**config.mk**
```make
export PLATFORM = sky130hd
export DESIGN_NAME = fe_fifo_packer
export DESIGN_NICKNAME = d
export VERILOG_FILES = /design/src/rtl/fe_fifo_packer_pkg.sv /design/src/rtl/fe_fifo_packer_skid.sv /design/src/rtl/fe_fifo_packer.sv
export SDC_FILE = /design/constraint.sdc
export NUM_CORES = 1
export LEC_CHECK = 0
export CORE_UTILIZATION = 32
export CTS_BUF_LIST = sky130_fd_sc_hd__clkbuf_4
export CTS_CLUSTER_DIAMETER = 60
export DETAILED_ROUTE_END_ITERATION = 16
export PLACE_DENSITY_LB_ADDON = 0.05
export SLEW_MARGIN = 15
export SYNTH_ARGS = -nofsm -noshare
export SYNTH_HDL_FRONTEND = slang
export SYNTH_SLANG_ARGS = --single-unit
```
**constraint.sdc**
```tcl
create_clock -name fe_clk -period 2.55 [get_ports fe_clk]
set_input_delay 0.3825 -clock fe_clk [delete_from_list [all_inputs] [get_ports fe_clk]]
set_output_delay 0.3825 -clock fe_clk [all_outputs]
set_load 0.1 [all_outputs]
```
**src/rtl/fe_fifo_packer_pkg.sv**
```systemverilog
// Shared definitions for the front-end FIFO word format: command encodings,
// bit-field positions, packer FSM states and the event packing helper.
package fe_fifo_packer_pkg;

  localparam int WORD_W = 18;

  // Command encodings, shared with the capture stage and the software decoder
  localparam logic [1:0] CMD_DATA = 2'd0;
  localparam logic [1:0] CMD_STAT = 2'd1;
  localparam logic [1:0] CMD_TIME = 2'd2;
  localparam logic [1:0] CMD_OVFL = 2'd3;

  // Word bit-field positions
  localparam int CMD_LSB    = 16;
  localparam int TLO_LSB    = 13;
  localparam int STATUS_LSB = 8;
  localparam int DATA_LSB   = 0;
  localparam int PAYLD_LSB  = 0;

  typedef enum logic [1:0] {
    ST_PASS = 2'd0,
    ST_DROP = 2'd1,
    ST_MARK = 2'd2
  } pack_state_e;

  // Build the FIFO word for one capture-stage event
  function automatic logic [WORD_W-1:0] pack_event(input logic [1:0]  cmd,
                                                   input logic [15:0] tstamp,
                                                   input logic [4:0]  status,
                                                   input logic [7:0]  data);
    logic [WORD_W-1:0] w;
    w = '0;
    w[CMD_LSB +: 2] = cmd;
    if (cmd == CMD_TIME) begin
      w[PAYLD_LSB +: 16] = tstamp;
    end else begin
      w[TLO_LSB +: 3]    = tstamp[2:0];
      w[STATUS_LSB +: 5] = status;
      w[DATA_LSB +: 8]   = (cmd == CMD_STAT) ? 8'h00 : data;
    end
    return w;
  endfunction

endpackage

```
**src/rtl/fe_fifo_packer_skid.sv**
```systemverilog
// Two-entry FIFO-ordered skid buffer absorbing back-pressure in front of
// the packer output register. Push and pop may coincide; flush empties it.
module fe_skid_buffer
  import fe_fifo_packer_pkg::*;
#(
  parameter int WIDTH = WORD_W,
  parameter int DEPTH = 2
) (
  input  logic             clk,
  input  logic             rst_n,
  input  logic             flush,
  input  logic             push,
  input  logic [WIDTH-1:0] din,
  input  logic             pop,
  output logic [WIDTH-1:0] dout,
  output logic             empty,
  output logic             full
);

  logic [WIDTH-1:0] mem [2];
  logic             wr_ptr;
  logic             rd_ptr;
  logic [1:0]       count;

  // Entry storage
  // NOTE: storage is not reset; an entry is only ever read after a push wrote it, as tracked by count.
  always_ff @(posedge clk) begin
    if (push) mem[wr_ptr] <= din;
  end

  // Pointers and occupancy
  // NOTE: non-blocking assignments so every register samples pre-edge values.
  always_ff @(posedge clk or negedge rst_n) begin
    if (!rst_n) begin
      wr_ptr <= 1'b0;
      rd_ptr <= 1'b0;
      count  <= 2'd0;
    end else if (flush) begin
      wr_ptr <= 1'b0;
      rd_ptr <= 1'b0;
      count  <= 2'd0;
    end else begin
      if (push) wr_ptr <= ~wr_ptr;
      if (pop)  rd_ptr <= ~rd_ptr;
      count <= count + 2'(push) - 2'(pop);
    end
  end

  assign dout  = mem[rd_ptr];
  assign empty = (count == 2'd0);
  assign full  = (count == 2'(DEPTH));

endmodule

```
**src/rtl/fe_fifo_packer.sv**
```systemverilog
// Packs capture-stage events into 18-bit front-end FIFO words. A skid buffer
// absorbs FIFO-full; once it overflows, events are dropped and counted until
// the path drains, then one OVFL marker word carries the drop count.
module fe_fifo_packer
  import fe_fifo_packer_pkg::*;
#(
  parameter int pDROP_CTR_WIDTH = 16,
  parameter int pSKID_DEPTH     = 2
) (
  input  logic                       fe_clk,
  input  logic                       reset_n,
  input  logic                       I_arm,
  input  logic                       I_data_wr,
  input  logic [1:0]                 I_command,
  input  logic [15:0]                I_time,
  input  logic [7:0]                 I_data,
  input  logic [4:0]                 I_status,
  input  logic                       I_fifo_full,
  output logic [WORD_W-1:0]          O_fifo_din,
  output logic                       O_fifo_wr,
  output logic                       O_overflow,
  output logic [pDROP_CTR_WIDTH-1:0] O_drop_total
);

  localparam int CW = pDROP_CTR_WIDTH;

  function automatic logic [CW-1:0] sat_inc(input logic [CW-1:0] v);
    return (v == '1) ? v : v + CW'(1);
  endfunction

  pack_state_e       state_q, state_d;
  logic              arm_q;
  logic              arm_edge;
  logic [CW-1:0]     drop_ctr_q, drop_ctr_d;
  logic [CW-1:0]     drop_total_d;
  logic              overflow_d;
  logic              fifo_wr_d;
  logic [WORD_W-1:0] fifo_din_d;
  logic [WORD_W-1:0] word_in;
  logic              buf_push, buf_pop, buf_flush;
  logic              buf_empty, buf_full;
  logic [WORD_W-1:0] buf_dout;
  logic              drop;

  assign word_in  = pack_event(I_command, I_time, I_status, I_data);
  assign arm_edge = I_arm & ~arm_q;

  fe_skid_buffer #(
    .WIDTH (WORD_W),
    .DEPTH (pSKID_DEPTH)
  ) u_skid (
    .clk   (fe_clk),
    .rst_n (reset_n),
    .flush (buf_flush),
    .push  (buf_push),
    .din   (word_in),
    .pop   (buf_pop),
    .dout  (buf_dout),
    .empty (buf_empty),
    .full  (buf_full)
  );

  // FSM state register
  always_ff @(posedge fe_clk or negedge reset_n) begin
    if (!reset_n) state_q <= ST_PASS;
    else          state_q <= state_d;
  end

  // Next state, buffer control, drop accounting and output-register selection
  always_comb begin
    // NOTE: every output gets a default first so no path can infer a latch.
    state_d      = state_q;
    drop_ctr_d   = drop_ctr_q;
    drop_total_d = O_drop_total;
    overflow_d   = O_overflow;
    fifo_wr_d    = 1'b0;
    fifo_din_d   = O_fifo_din;
    buf_push     = 1'b0;
    buf_pop      = 1'b0;
    buf_flush    = 1'b0;
    drop         = 1'b0;

    if (arm_edge) begin
      // Arm discards everything, including an event in this very cycle
      buf_flush    = 1'b1;
      state_d      = ST_PASS;
      drop_ctr_d   = '0;
      drop_total_d = '0;
      overflow_d   = 1'b0;
    end else begin
      buf_pop = !buf_empty && !I_fifo_full;
      if (buf_pop) begin
        fifo_wr_d  = 1'b1;
        fifo_din_d = buf_dout;
      end

      if (I_data_wr) begin
        if (state_q == ST_PASS && (!buf_full || buf_pop)) begin
          if (buf_empty && !I_fifo_full) begin
            fifo_wr_d  = 1'b1;
            fifo_din_d = word_in;
          end else begin
            buf_push = 1'b1;
          end
        end else begin
          drop = 1'b1;
        end
      end

      if (drop) begin
        drop_ctr_d   = sat_inc(drop_ctr_q);
        drop_total_d = sat_inc(O_drop_total);
        overflow_d   = 1'b1;
      end

      case (state_q)
        ST_PASS: if (drop) state_d = ST_DROP;
        ST_DROP: if (buf_empty && !I_fifo_full) state_d = ST_MARK;
        ST_MARK: begin
          // Marker includes a drop from this same cycle; clear after capture
          if (!I_fifo_full) begin
            fifo_wr_d  = 1'b1;
            fifo_din_d = {CMD_OVFL, 16'(drop_ctr_d)};
            drop_ctr_d = '0;
            state_d    = ST_PASS;
          end
        end
        default: state_d = ST_PASS;
      endcase
    end
  end

  // Arm edge detector, counters and sticky overflow flag
  always_ff @(posedge fe_clk or negedge reset_n) begin
    if (!reset_n) begin
      arm_q        <= 1'b0;
      drop_ctr_q   <= '0;
      O_drop_total <= '0;
      O_overflow   <= 1'b0;
    end else begin
      arm_q        <= I_arm;
      drop_ctr_q   <= drop_ctr_d;
      O_drop_total <= drop_total_d;
      O_overflow   <= overflow_d;
    end
  end

  // Output register feeding the front-end FIFO
  always_ff @(posedge fe_clk or negedge reset_n) begin
    if (!reset_n) begin
      O_fifo_wr  <= 1'b0;
      O_fifo_din <= '0;
    end else begin
      O_fifo_wr  <= fifo_wr_d;
      O_fifo_din <= fifo_din_d;
    end
  end

endmodule

```
# After elaboration in Yosys (flattened, before gate mapping)
# Memory sizes are Yosys's and may differ from the RTL's.
# Cells that the tools add are included.
# Widths: inputs -> output; s select.
# word_totals
regBits	59
mem_bits_rw	36
input_bits	36
out_inout_bits	36
elab_cells	90
memories	1
# classes
addsub	4
n_eq_ne	11
muxes	46
bitwise_logic	4
n_reduce_logical	14
# memory_table
name	depth	width	rd	rd_ports_with_merged_regs	write_ports	line_no	rtl
u_skid.mem	2	18	1	0	1	fe_fifo_packer_skid.sv:20	logic [WIDTH-1:0] mem [2];
# ops
cell	count
$mux 16	9
$mux 18	6
$add 16x1->16 const B	2
$eq 16x16->1 const B	2
$mux 1	24
$mux 2	5
$mux 8	1
$eq 2x2->1 const B	3
$ne 3x3->1 const B	2
$pmux 2 s3	1
$reduce_bool 2->1	3
$eq 2x1->1 const B	2
$logic_not 2->1	2
$logic_and 1x1->1	3
$logic_not 1->1	3
$ne 3x2->1 const B	1
$not 1->1	3
$reduce_and 3->1	1
$add 2x1->2	1
$ne 2x2->1 const B	1
$reduce_and 2->1	1
$sub 2x1->2	1
$and 1x1->1	1
$logic_or 1x1->1	1

# Depth between registers and ports, before layout
# Gate-level depths: netlist of the first run.
# logic_depth
word_depth	12
ltp_mapped	10
ltp_nobuf	8

# Hierarchy
# A second synthesis of the first run with hierarchy kept.
# hier_totals
hier_cells	465
area_unflattened_um2	5132.4
# by_module_without_submodules
mod	instances	cells_per_inst	area_each_um2	seq_area_each_um2
fe_fifo_packer	1	390	3570.9	1376.3
fe_skid_buffer	1	75	1561.5	1181.1

# Worst setup path after synthesis of the first run
# Ideal clock, no wire load.
# synth_path
path_type	input-to-reg
start	input port I_fifo_full
end	memory u_skid.mem[0][0] in the netlist's numbering, enable pin
setup_time_ns	0.416
t_arrival_ns	2.112
required_ns	2.134
setup_slack_ns	0.022
stages	4
n_path_buf	1
cell_sequence	buf_2 xor2_1 o211ai_1 nor3_1
# synth_between
elab_chain_len	9
word_cells_on_any_way	11
cone_classes	6 x mux; 5 x reduce/logical
# synth_rtl
element	line_no	rtl
start, declared	fe_fifo_packer.sv:18	input logic I_fifo_full,
$logic_not 1->1 *	-	
$logic_and 1x1->1	fe_fifo_packer.sv:91	buf_pop = !buf_empty && !I_fifo_full;
$logic_or 1x1->1	fe_fifo_packer.sv:98	if (state_q == ST_PASS && (!buf_full || buf_pop)) begin
$logic_and 1x1->1	fe_fifo_packer.sv:98	
$mux 1 *	fe_fifo_packer.sv:98	
$mux 1 *	fe_fifo_packer.sv:97	if (I_data_wr) begin
$mux 1 *	fe_fifo_packer.sv:83	if (arm_edge) begin
$mux 1 *	fe_fifo_packer_skid.sv:28	if (push) mem[wr_ptr] <= din;
$mux 1 (not written as such) *	fe_fifo_packer_skid.sv:28	
end, declared	fe_fifo_packer_skid.sv:20	
# Every way passes the cells marked *; elsewhere a longest branch is shown, timed or not.

# Worst setup path in the final report of the first run
# layout_path
start	register drop_ctr_q[0]
end	register O_fifo_din[1]
# layout_between
elab_chain_len	5
word_cells_on_any_way	6
cone_classes	1 x add/sub; 1 x eq/ne; 4 x mux
# layout_rtl
element	line_no	rtl
start, declared	fe_fifo_packer.sv:34	logic [CW-1:0] drop_ctr_q, drop_ctr_d;
start signal, assigned	fe_fifo_packer.sv:142	drop_ctr_q <= drop_ctr_d;
$add 16x1->16 / $eq 16x16->1 (equally long branches)	fe_fifo_packer.sv:28	return (v == '1) ? v : v + CW'(1);
$mux 16 *	fe_fifo_packer.sv:28	
$mux 16 *	fe_fifo_packer.sv:110	if (drop) begin
$mux 18 *	fe_fifo_packer.sv:121	if (!I_fifo_full) begin
$mux 18 *	fe_fifo_packer.sv:116	case (state_q)
end signal, assigned	fe_fifo_packer.sv:155	O_fifo_din <= fifo_din_d;
end, declared	fe_fifo_packer.sv:19	output logic [WORD_W-1:0] O_fifo_din,
# Marks and branches as above.
# A chain may end at the register's enable or synchronous reset.

==> summary.md, run 1 <==
| Metric | Value |
|---|---|
| Fill cells | 1,482 |
| Die span in x | 127 microns |
| Met3 wire len | 628 microns |
| Clk pin slew, worst setup/hold paths | 0.14 ns |
| Final setup vio count | 0 |
| YS warnings | 0 |
| Hold WC Path Type | input port to flip-flop |
| Antenna violations before repair | 1 |
| Tcrit/Tclk final | 86.5% |
| Clock share of power | 15.5% |
| Pint | 0.00328 W |
| DR DRC count | 0 |
| Seq cells post-synth | 95 |
| Dpl hpwl | 9.58 mm |
| WL/cell | 17.6 microns |
| Num CTS Buffers | 9 |
| Sequential power share | 35.6% |
| Clock tree buffer depth | 2 |
| First-pass GRT wire length | 21.5 mm |
| Post-DRT Antenna Nets | 0 |
| Max-Slew Margin vs Limit | 50.0% |
| Gr ovfl total | 0 |
| Met2 wire len | 6.53 mm |
| Port Buffer Count | 71 |
| Final Non-Filler Cells | 763 |
| CP Cell Sequence | ha_1 > nand4_1 > nor4_4 > nor2_1 > mux2i_1 > a221oi_1 |
| H-tree depth | 3 |
| Clk_lat worst skew | 0.46 ns |
| Vias in the first global route | 3,795 |
| Avg Inst Size Synth | 10.9 sq um |
| Top FF cell, synth | dfrtp_1 |
| Status | complete, no violations |
| NetSw | 0.00291 W |
| Final wirelength | 13.4 mm |
| Fin. Hold Viols | 0 |
| Critical Path Source Type | flip-flop |
| Area occupied by multi-input gates | 2280 sq um |
| Multiplexer share of the synthesized area | 8.81% |
| Combinational Power Share | 49.0% |
| Delay-heaviest family, CP | simple AND/OR/NAND/NOR gates |
| GPL Wtd Cong | 0.782 |
| Synth Area in Compound Gates | 15.2% |
| Slew at the pin closest to its max-slew limit | 0.745 ns |
| Critical path class | flip-flop to flip-flop |
| Worst setup EP type | flip-flop |
| Critical path fanouts, max | 6 |
| Worst Skew | 0.0264 ns |
| Post-route minimum period | 2.21 ns |
| RSZ-0062 raised after global routing | no |
| Max layer used | met4 |
| Die Y | 127 microns |
| Sequential element share of the synthesized area | 51.0% |
| Worst vdd ir | 0.775 mV |
| Max Cap Viol | 0 |
| Die area | 16,200 sq um |
| P_leak | 2.40 nW |
| Placed insts | 745 |
| Synthesized-area fraction occupied by adder cells | 0.998% |
| Layout Utilization | 40.8% |
| Final slew viol count | 0 |
| Crit path required time | 2.90 ns |
| Post-Synthesis Cell Area | 5010 sq um |
| Ys async rst share | 62.1% |
| Max frequency | 453 MHz |
| Post-synth EDFFs | 36 |
| Synth Area in Simple Gates | 16.0% |
| CP max stage cell | nor4_4 |
| Share of cells above drive strength 1 | 23.0% |
| Critical path data arrival time | 2.55 ns |
| Nets | 586 |
| Clk Tree Root Cell | clkbuf_4 |
| DRT Pass-1 Iters | 5 |
| Iter 0 DRT Violations | 176 |
| Syn Nets | 502 |
| Xor-xnor portion of the synthesized cell area | 4.19% |
| FF+latch area | 2560 sq um |
| Fin Setup TNS | 0 ns |
| TritonCTS sink count | 95 |
| Post-CTS Resized | 0 |
| Cell area power density | 995 nW/um^2 |
| Post-Synthesis Cells | 462 |
| Switching fraction of total power | 46.9% |
| Vias post-DR | 3,845 |
| Synth cell types | 58 |
| Smallest hold slack | 0.395 ns |
| Area delta synth->final | 24.1% |
| CP max stage delay | 0.56 ns |
| Initial Util | 32.9% |
| Bufs and invs on worst path | 0 |
| Largest family of logic cells by synthesized area | simple AND/OR/NAND/NOR gates |
| Met1 Wirelength | 6.07 mm |
| Core region area | 15,300 sq um |
| # rows | 45 |
| Mean number of vias per cell | 5.04 |
| GRT Util Overall | 17.9% |
| Largest net degree at the start of global routing | 37 |
| Io pins | 72 |
| CTS tree | built |
[cell families after synthesis]
logic type	Yosys count
adders and majority gates	4
xor gates and xnor gates	24
and+or+nand+nor	160
AOI/OAI and AO/OA	98
DFF	95
buffers and inverters	39
muxes	42
[registers in the layout (all words and copies together), names as in the netlist, 2 cells and up]
register / count
u_skid.count: 2
drop_ctr_q: 16
state_q: 2
O_fifo_din: 18
u_skid.mem: 36
O_drop_total: 16
[power groups by stage]
stage,clock network (W),registers (W),logic (W)
after detailed placement,0,0.00224,0.00306
after global placement,0,0.00224,0.00303
after CTS,0.000988,0.00221,0.00307
final,0.000957,0.00220,0.00303
after global routing,0.00105,0.00225,0.00324
after floorplan,0,0.00335,0.00110
[timing repair]
item	in CTS	in global routing
hold endpoints to repair	23	0
buffers inserted	0	0
hold buffers	1	0
[per-stage QoR]
stage               total power [W]  setup slack [ns]  area (sq um)
finish                      0.00619             0.345          6220
detailed placement          0.00530             0.232          6040
global placement            0.00527             0.241          6040
global route                0.00654             0.124          6220
floorplan                   0.00445            0.0224          5010
CTS                         0.00627             0.318          6220
[cells in the final DEF, fill, tap and decap left out, drive strengths merged, types with 4 or more instances in the layout]
master	instances
nand4	5
buf	68
nand2	27
nor2	71
a211oi	19
mux2	17
inv	9
edfxtp	36
or2	4
o31ai	5
xor2	4
dfrtp	59
mux2i	25
o21ai	12
clkdlybuf4s50	34
nor4	8
a22o	8
nor3	15
xnor2	20
clkbuf	13
nand3	10
a21oi	15
ha	4
a221oi	9
o211ai	13
[cell usage after synthesis (all sizes together), types with 3 or more instances]
library cell | instances | area (sq um)
o2111ai | 3 | 45.0
ha | 4 | 50.1
o211ai | 13 | 103
o21ai | 12 | 63.8
mux2i | 25 | 250
nand2 | 27 | 101
o31ai | 5 | 37.5
o31a | 3 | 26.3
nand4 | 5 | 37.5
nand3 | 10 | 50.1
a21oi | 15 | 75.1
a211oi | 19 | 143
xor2 | 4 | 35.0
edfxtp | 36 | 1080
nor4 | 8 | 77.6
a221oi | 9 | 104
nor3 | 15 | 101
dfrtp | 59 | 1480
inv | 9 | 33.8
or2 | 4 | 25.0
nor2 | 71 | 267
o21bai | 3 | 22.5
and3 | 3 | 18.8
and2 | 3 | 18.8
a22o | 8 | 70.1
mux2 | 17 | 191
xnor2 | 20 | 175
clkbuf | 12 | 45.0
buf | 18 | 109
[area by class of cell]
cell class | instances | share of cell area (%)
multi-input cells | 328 | 36.6
clock buffers | 13 | 1.57
well taps | 211 | 4.24
clock inverters | 3 | 1.09
inverters | 9 | 0.543
repair buffers | 103 | 14.8
flip-flops and latches | 95 | 41.1
diodes | 1 | 0.0402
[metal layers]
layer,GRT usage [%],up-vias
li1,-,1866
met1,23.1,1859
met2,30.2,104
met3,2.97,16
met4,6.37,0
met5,0,-
[worst paths after layout]
kind / endpoint / slack, ns / startpoint / cells past startpoint
hold / removal: arm_q$_DFF_PN0_ / 0.40 / I_arm / 1
max in group asynchronous: O_fifo_din[7]$_DFFE_PN0N_ / 1.45 / reset_n / 3
min in group asynchronous: O_drop_total[15]$_DFFE_PN0P_ / 0.45 / reset_n / 2
hold reg to reg: O_overflow$_DFFE_PN0P_ / 0.53 / O_overflow$_DFFE_PN0P_ / 2
setup / recovery: O_fifo_din[1]$_DFFE_PN0N_ / 0.34 / drop_ctr_q[0]$_DFF_PN0_ / 6
setup reg to reg: O_fifo_din[1]$_DFFE_PN0N_ / 0.34 / drop_ctr_q[0]$_DFF_PN0_ / 6
[worst register-to-register path, delay by kind of cell (launching register included)]
| kind | cells | cell delay (ns) |
|---|---|---|
| compound gates | 1 | 0.28 |
| mux | 1 | 0.18 |
| flops | 1 | 0.41 |
| simple gates | 3 | 0.96 |
| fa+ha+maj | 1 | 0.27 |
Power figures use the tool's default switching activity.
==> inputs of run 2 (changes only) <==
--- a/config.mk
+++ b/config.mk
@@ -9,8 +9,9 @@
 export CTS_BUF_LIST = sky130_fd_sc_hd__clkbuf_4
 export CTS_CLUSTER_DIAMETER = 60
 export DETAILED_ROUTE_END_ITERATION = 16
+export GPL_TIMING_DRIVEN = 0
 export PLACE_DENSITY_LB_ADDON = 0.05
-export SLEW_MARGIN = 15
+export SLEW_MARGIN = 10
 export SYNTH_ARGS = -nofsm -noshare
 export SYNTH_HDL_FRONTEND = slang
 export SYNTH_SLANG_ARGS = --single-unit
==> summary.md, run 2 (synthesized netlist as in run 1, its figures left out) <==
| Metric | Value |
|---|---|
| Status | complete, no violations |
| P_leak | 2.36 nW |
| Die span in x | 127 microns |
| Critical path class | flip-flop to output port |
| Crit path required time | 2.17 ns |
| Nets | 586 |
| CP Cell Sequence | clkdlybuf4s50_1 |
| Clk Tree Root Cell | clkbuf_4 |
| Worst vdd ir | 0.722 mV |
| Smallest hold slack | 0.241 ns |
| Dpl hpwl | 10.1 mm |
| Max-Slew Margin vs Limit | 32.1% |
| Initial Util | 32.9% |
| Area delta synth->final | 22.8% |
| Placed Area | 6010 sq um |
| Clk pin slew, worst setup/hold paths | 0.13 ns |
| DR DRC count | 0 |
| Antenna violations before repair | 1 |
| # rows | 45 |
| Die area | 16,200 sq um |
| Cell area power density | 973 nW/um^2 |
| Share of cells above drive strength 1 | 14.7% |
| First-pass GRT wire length | 22.3 mm |
| Biggest registers after layout | u_skid.mem x36, O_fifo_din x18 |
| Tcrit/Tclk final | 96.8% |
| Worst setup EP type | output port |
| Slew at the pin closest to its max-slew limit | 1.02 ns |
| Die Y | 127 microns |
| Fin. Hold Viols | 0 |
| Most frequent cells in the layout | nor2_1 (71), clkdlybuf4s50_1 (64), dfrtp_1 (59) |
| Bufs and invs on worst path | 1 |
| Critical Path Source Type | flip-flop |
| Vias in the first global route | 3,895 |
| Iter 0 DRT Violations | 196 |
| Clock tree buffer depth | 2 |
| GPL Wtd Cong | 0.800 |
| Final slew viol count | 0 |
| Core region area | 15,300 sq um |
| Commonest non-fill, non-tap cell in the layout | nor2_1 |
| GRT Util Overall | 18.5% |
| CTS tree | built |
| Critical path data arrival time | 2.09 ns |
| Post-DRT Antenna Nets | 0 |
| Max frequency | 405 MHz |
| Vias post-DR | 3,842 |
| Number of flip-flops in the largest register | 36 |
| Io pins | 72 |
| Final Instance Area | 6160 sq um |
| Largest net degree at the start of global routing | 35 |
| Max Cap Viol | 0 |
| Gr ovfl total | 0 |
| Worst Skew | 0.0189 ns |
| RSZ-0062 raised after global routing | no |
| Critical path fanouts, max | 5 |
| Mean number of vias per cell | 5.04 |
| CP max stage cell | clkdlybuf4s50_1 |
| Num CTS Buffers | 9 |
| CP max stage delay | 1.16 ns |
| TritonCTS sink count | 95 |
| DRT Pass-1 Iters | 4 |
| Postcts setup bufs | 0 |
| Clk_lat worst skew | 0.47 ns |
| Hold WC Path Type | input port to flip-flop |
| Port Buffer Count | 69 |
| WL/cell | 18.4 microns |
| Largest Register | u_skid.mem |
| Post-route minimum period | 2.47 ns |
| Final setup vio count | 0 |
| H-tree depth | 3 |
| Delay-heaviest family, CP | buffers and inverters |
| Final wirelength | 14.1 mm |
[run 2: layout make-up]
cell class	instances	area, sq um
well taps	211	264
inverters	9	33.8
multi-input cells	328	2280
diodes	1	2.50
clock inverters	3	12.5
flip-flops and latches	95	2560
clock buffers	13	97.6
plain buffers	30	158
fillers	1506	9100
repair buffers	73	751
[run 2: layer usage]
layer | vias to the layer above | part of all wire [%] | global-route usage [%]
li1 | 1862 | - | -
met1 | 1885 | 46 | 23.7
met4 | 0 | 1.0 | 5.32
met5 | - | 0 | 0
met3 | 12 | 3.4 | 3.39
met2 | 83 | 50 | 31.8
[run 2: final timing paths]
check / startpoint / end / slack, ns / depth (start not counted)
max: O_drop_total[4]$_DFFE_PN0P_ / O_drop_total[4] / 0.08 / 1
min: I_fifo_full / O_fifo_wr$_DFF_PN0_ / 0.24 / 2
max reg2reg: u_skid.count[1]$_DFF_PN0_ / u_skid.count[1]$_DFF_PN0_ / 0.25 / 10
min reg2reg: O_overflow$_DFFE_PN0P_ / O_overflow$_DFFE_PN0P_ / 0.52 / 2
max in group asynchronous: reset_n / drop_ctr_q[9]$_DFF_PN0_ / 1.67 / 3
min in group asynchronous: reset_n / O_drop_total[13]$_DFFE_PN0P_ / 0.34 / 2
[run 2: power by group]
part | leakage, nW | total [W] | switching [W] | internal, W
logic | 1.20 | 0.00310 | 0.00217 | 0.000929
clock network | 0.0669 | 0.000736 | 0.000498 | 0.000238
registers | 1.09 | 0.00216 | 0.000233 | 0.00192
[run 2: per-stage QoR]
step | util [%] | instances | worst slack, ns | total power (W) | setup TNS (ns)
floorplan | - | 462 | 0.0224 | 0.00445 | 0
global placement | 39.1 | 742 | -1.62 | 0.00525 | -94.34
detailed placement | 39.4 | 745 | -0.759 | 0.00530 | -1.63
CTS | 40.2 | 762 | 0.0179 | 0.00606 | 0
global route | 40.3 | 763 | 0.00409 | 0.00635 | 0
finish | 40.3 | 763 | 0.0804 | 0.00599 | 0
[run 2: repair_timing]
item | CTS | global route
endpoints found under the hold margin | 25 | 0
setup endpoints to repair | 2 | 5
resized for setup | 3 | 7
cloned | 0 | 0
hold buffers | 1 | 0
==> inputs of run 3 (changes only) <==
--- a/config.mk
+++ b/config.mk
@@ -11,7 +11,6 @@
 export DETAILED_ROUTE_END_ITERATION = 16
 export GPL_TIMING_DRIVEN = 0
 export PLACE_DENSITY_LB_ADDON = 0.05
-export SLEW_MARGIN = 10
 export SYNTH_ARGS = -nofsm -noshare
 export SYNTH_HDL_FRONTEND = slang
 export SYNTH_SLANG_ARGS = --single-unit
==> summary.md, run 3 (synthesized netlist as in run 1, its figures left out) <==
| Metric | Value |
|---|---|
| Die span in x | 127 microns |
| Clk Tree Root Cell | clkbuf_4 |
| Most frequent cells in the layout | nor2_1 (71), clkdlybuf4s50_1 (66), dfrtp_1 (59) |
| Number of flip-flops in the largest register | 36 |
| Tcrit/Tclk final | 96.9% |
| Max-Slew Margin vs Limit | 33.0% |
| Slew at the pin closest to its max-slew limit | 1.00 ns |
| CP max stage delay | 1.17 ns |
| DR DRC count | 0 |
| Critical path fanouts, max | 5 |
| Area delta synth->final | 22.4% |
| Post-route minimum period | 2.47 ns |
| Max Cap Viol | 0 |
| Dpl hpwl | 9.94 mm |
| Commonest non-fill, non-tap cell in the layout | nor2_1 |
| Clock tree buffer depth | 2 |
| GPL Wtd Cong | 0.800 |
| Sequential power share | 35.9% |
| Clock share of power | 12.2% |
| Post-DRT Antenna Nets | 0 |
| Clk pin slew, worst setup/hold paths | 0.14 ns |
| Worst setup EP type | output port |
| Fin Setup TNS | 0 ns |
| Nets | 585 |
| Max frequency | 405 MHz |
| Critical path data arrival time | 2.09 ns |
| Port Buffer Count | 69 |
| Core region area | 15,300 sq um |
| Cell area power density | 976 nW/um^2 |
| CP Cell Sequence | clkdlybuf4s50_1 |
| Antenna violations before repair | 1 |
| GRT Util Overall | 18.3% |
| Vias in the first global route | 3,874 |
| Largest Register | u_skid.mem |
| Critical path class | flip-flop to output port |
| Bufs and invs on worst path | 1 |
| CP max stage cell | clkdlybuf4s50_1 |
| Iter 0 DRT Violations | 206 |
| Final wirelength | 14.0 mm |
| Final slew viol count | 0 |
| H-tree depth | 3 |
| DRT Pass-1 Iters | 4 |
| Switching fraction of total power | 48.4% |
| Io pins | 72 |
| Largest net degree at the start of global routing | 60 |
| Pint | 0.00309 W |
| RSZ-0062 raised after global routing | no |
| CTS tree | built |
| Worst Skew | 0.0116 ns |
| WL/cell | 18.3 microns |
| Worst vdd ir | 0.802 mV |
| Hold WC Path Type | input port to flip-flop |
| Final setup vio count | 0 |
| Fin. Hold Viols | 0 |
| Combinational Power Share | 51.8% |
| P_leak | 2.31 nW |
| Initial Util | 32.9% |
| NetSw | 0.00290 W |
| Crit path required time | 2.17 ns |
| Die Y | 127 microns |
| Num CTS Buffers | 9 |
| Gr ovfl total | 0 |
| Delay-heaviest family, CP | buffers and inverters |
| TritonCTS sink count | 95 |
| Die area | 16,200 sq um |
| Biggest registers after layout | u_skid.mem x36, O_fifo_din x18 |
| Layout Utilization | 40.2% |
| Clk_lat worst skew | 0.46 ns |
| Critical Path Source Type | flip-flop |
| First-pass GRT wire length | 22.1 mm |
| # rows | 45 |
| Vias post-DR | 3,887 |
| Status | complete, no violations |
| Share of cells above drive strength 1 | 14.5% |
| Mean number of vias per cell | 5.10 |
==> run 3: cell types whose count changed in the layout (fill, tap and decap cells not counted) <==
cell             delta
buf_12              -1
buf_4               -1
buf_6               +1
clkdlybuf4s50_1     +2
dlymetal6s2s_1      -2
==> run 3: cell type report <==
type                       instances  area, sq um
antenna                            1         2.50
buffer                            30          158
clock buffer                      13         97.6
clock inverter                     3         12.5
fill                            1502         9120
inverter                           9         33.8
multi-input combinational        328         2280
sequential                        95         2560
tap                              211          264
timing repair buffer              72          729
==> run 3: metal layers <==
layer	wire, microns	part of all wire (%)	track usage, %
met1	6360	46	23.4
met2	6880	49	31.0
met3	546	3.9	3.52
met4	176	1.3	6.30
met5	0	0	0
==> run 3: timing repair <==
item	in CTS	in global routing
resized for setup	3	5
setup buffers	0	0
hold buffers	1	0
setup endpoints to repair	2	3
endpoints found under the hold margin	7	0
==> run 3: final timing paths <==
check | start | to | slack, ns | cells after the start
setup / recovery | O_drop_total[11]$_DFFE_PN0P_ | O_drop_total[11] | 0.08 | 1
hold / removal | I_fifo_full | O_fifo_wr$_DFF_PN0_ | 0.23 | 2
setup reg to reg | u_skid.count[1]$_DFF_PN0_ | u_skid.count[1]$_DFF_PN0_ | 0.25 | 10
hold reg to reg | O_overflow$_DFFE_PN0P_ | O_overflow$_DFFE_PN0P_ | 0.53 | 2
max in group asynchronous | reset_n | drop_ctr_q[7]$_DFF_PN0_ | 1.48 | 2
min in group asynchronous | reset_n | O_drop_total[13]$_DFFE_PN0P_ | 0.53 | 2
==> run 3: power groups by stage <==
stage,clock network (W),logic (W),registers (W)
final,0.000732,0.00311,0.00215
after CTS,0.000772,0.00313,0.00216
after detailed placement,0,0.00311,0.00218
after floorplan,0,0.00110,0.00335
after global routing,0.000831,0.00332,0.00220
after global placement,0,0.00306,0.00219
==> run 3: per-stage QoR <==
stage / setup slack, ns / hold WS (ns) / power, W / cells / area (sq um)
floorplan: 0.0224 / 0.0869 / 0.00445 / 462 / 5010
global placement: -1.62 / 0.495 / 0.00525 / 742 / 5970
detailed placement: -0.765 / 0.506 / 0.00530 / 744 / 6000
CTS: 0.0202 / 0.193 / 0.00606 / 761 / 6120
global route: 0.00792 / 0.215 / 0.00635 / 762 / 6130
finish: 0.0794 / 0.229 / 0.00599 / 762 / 6130
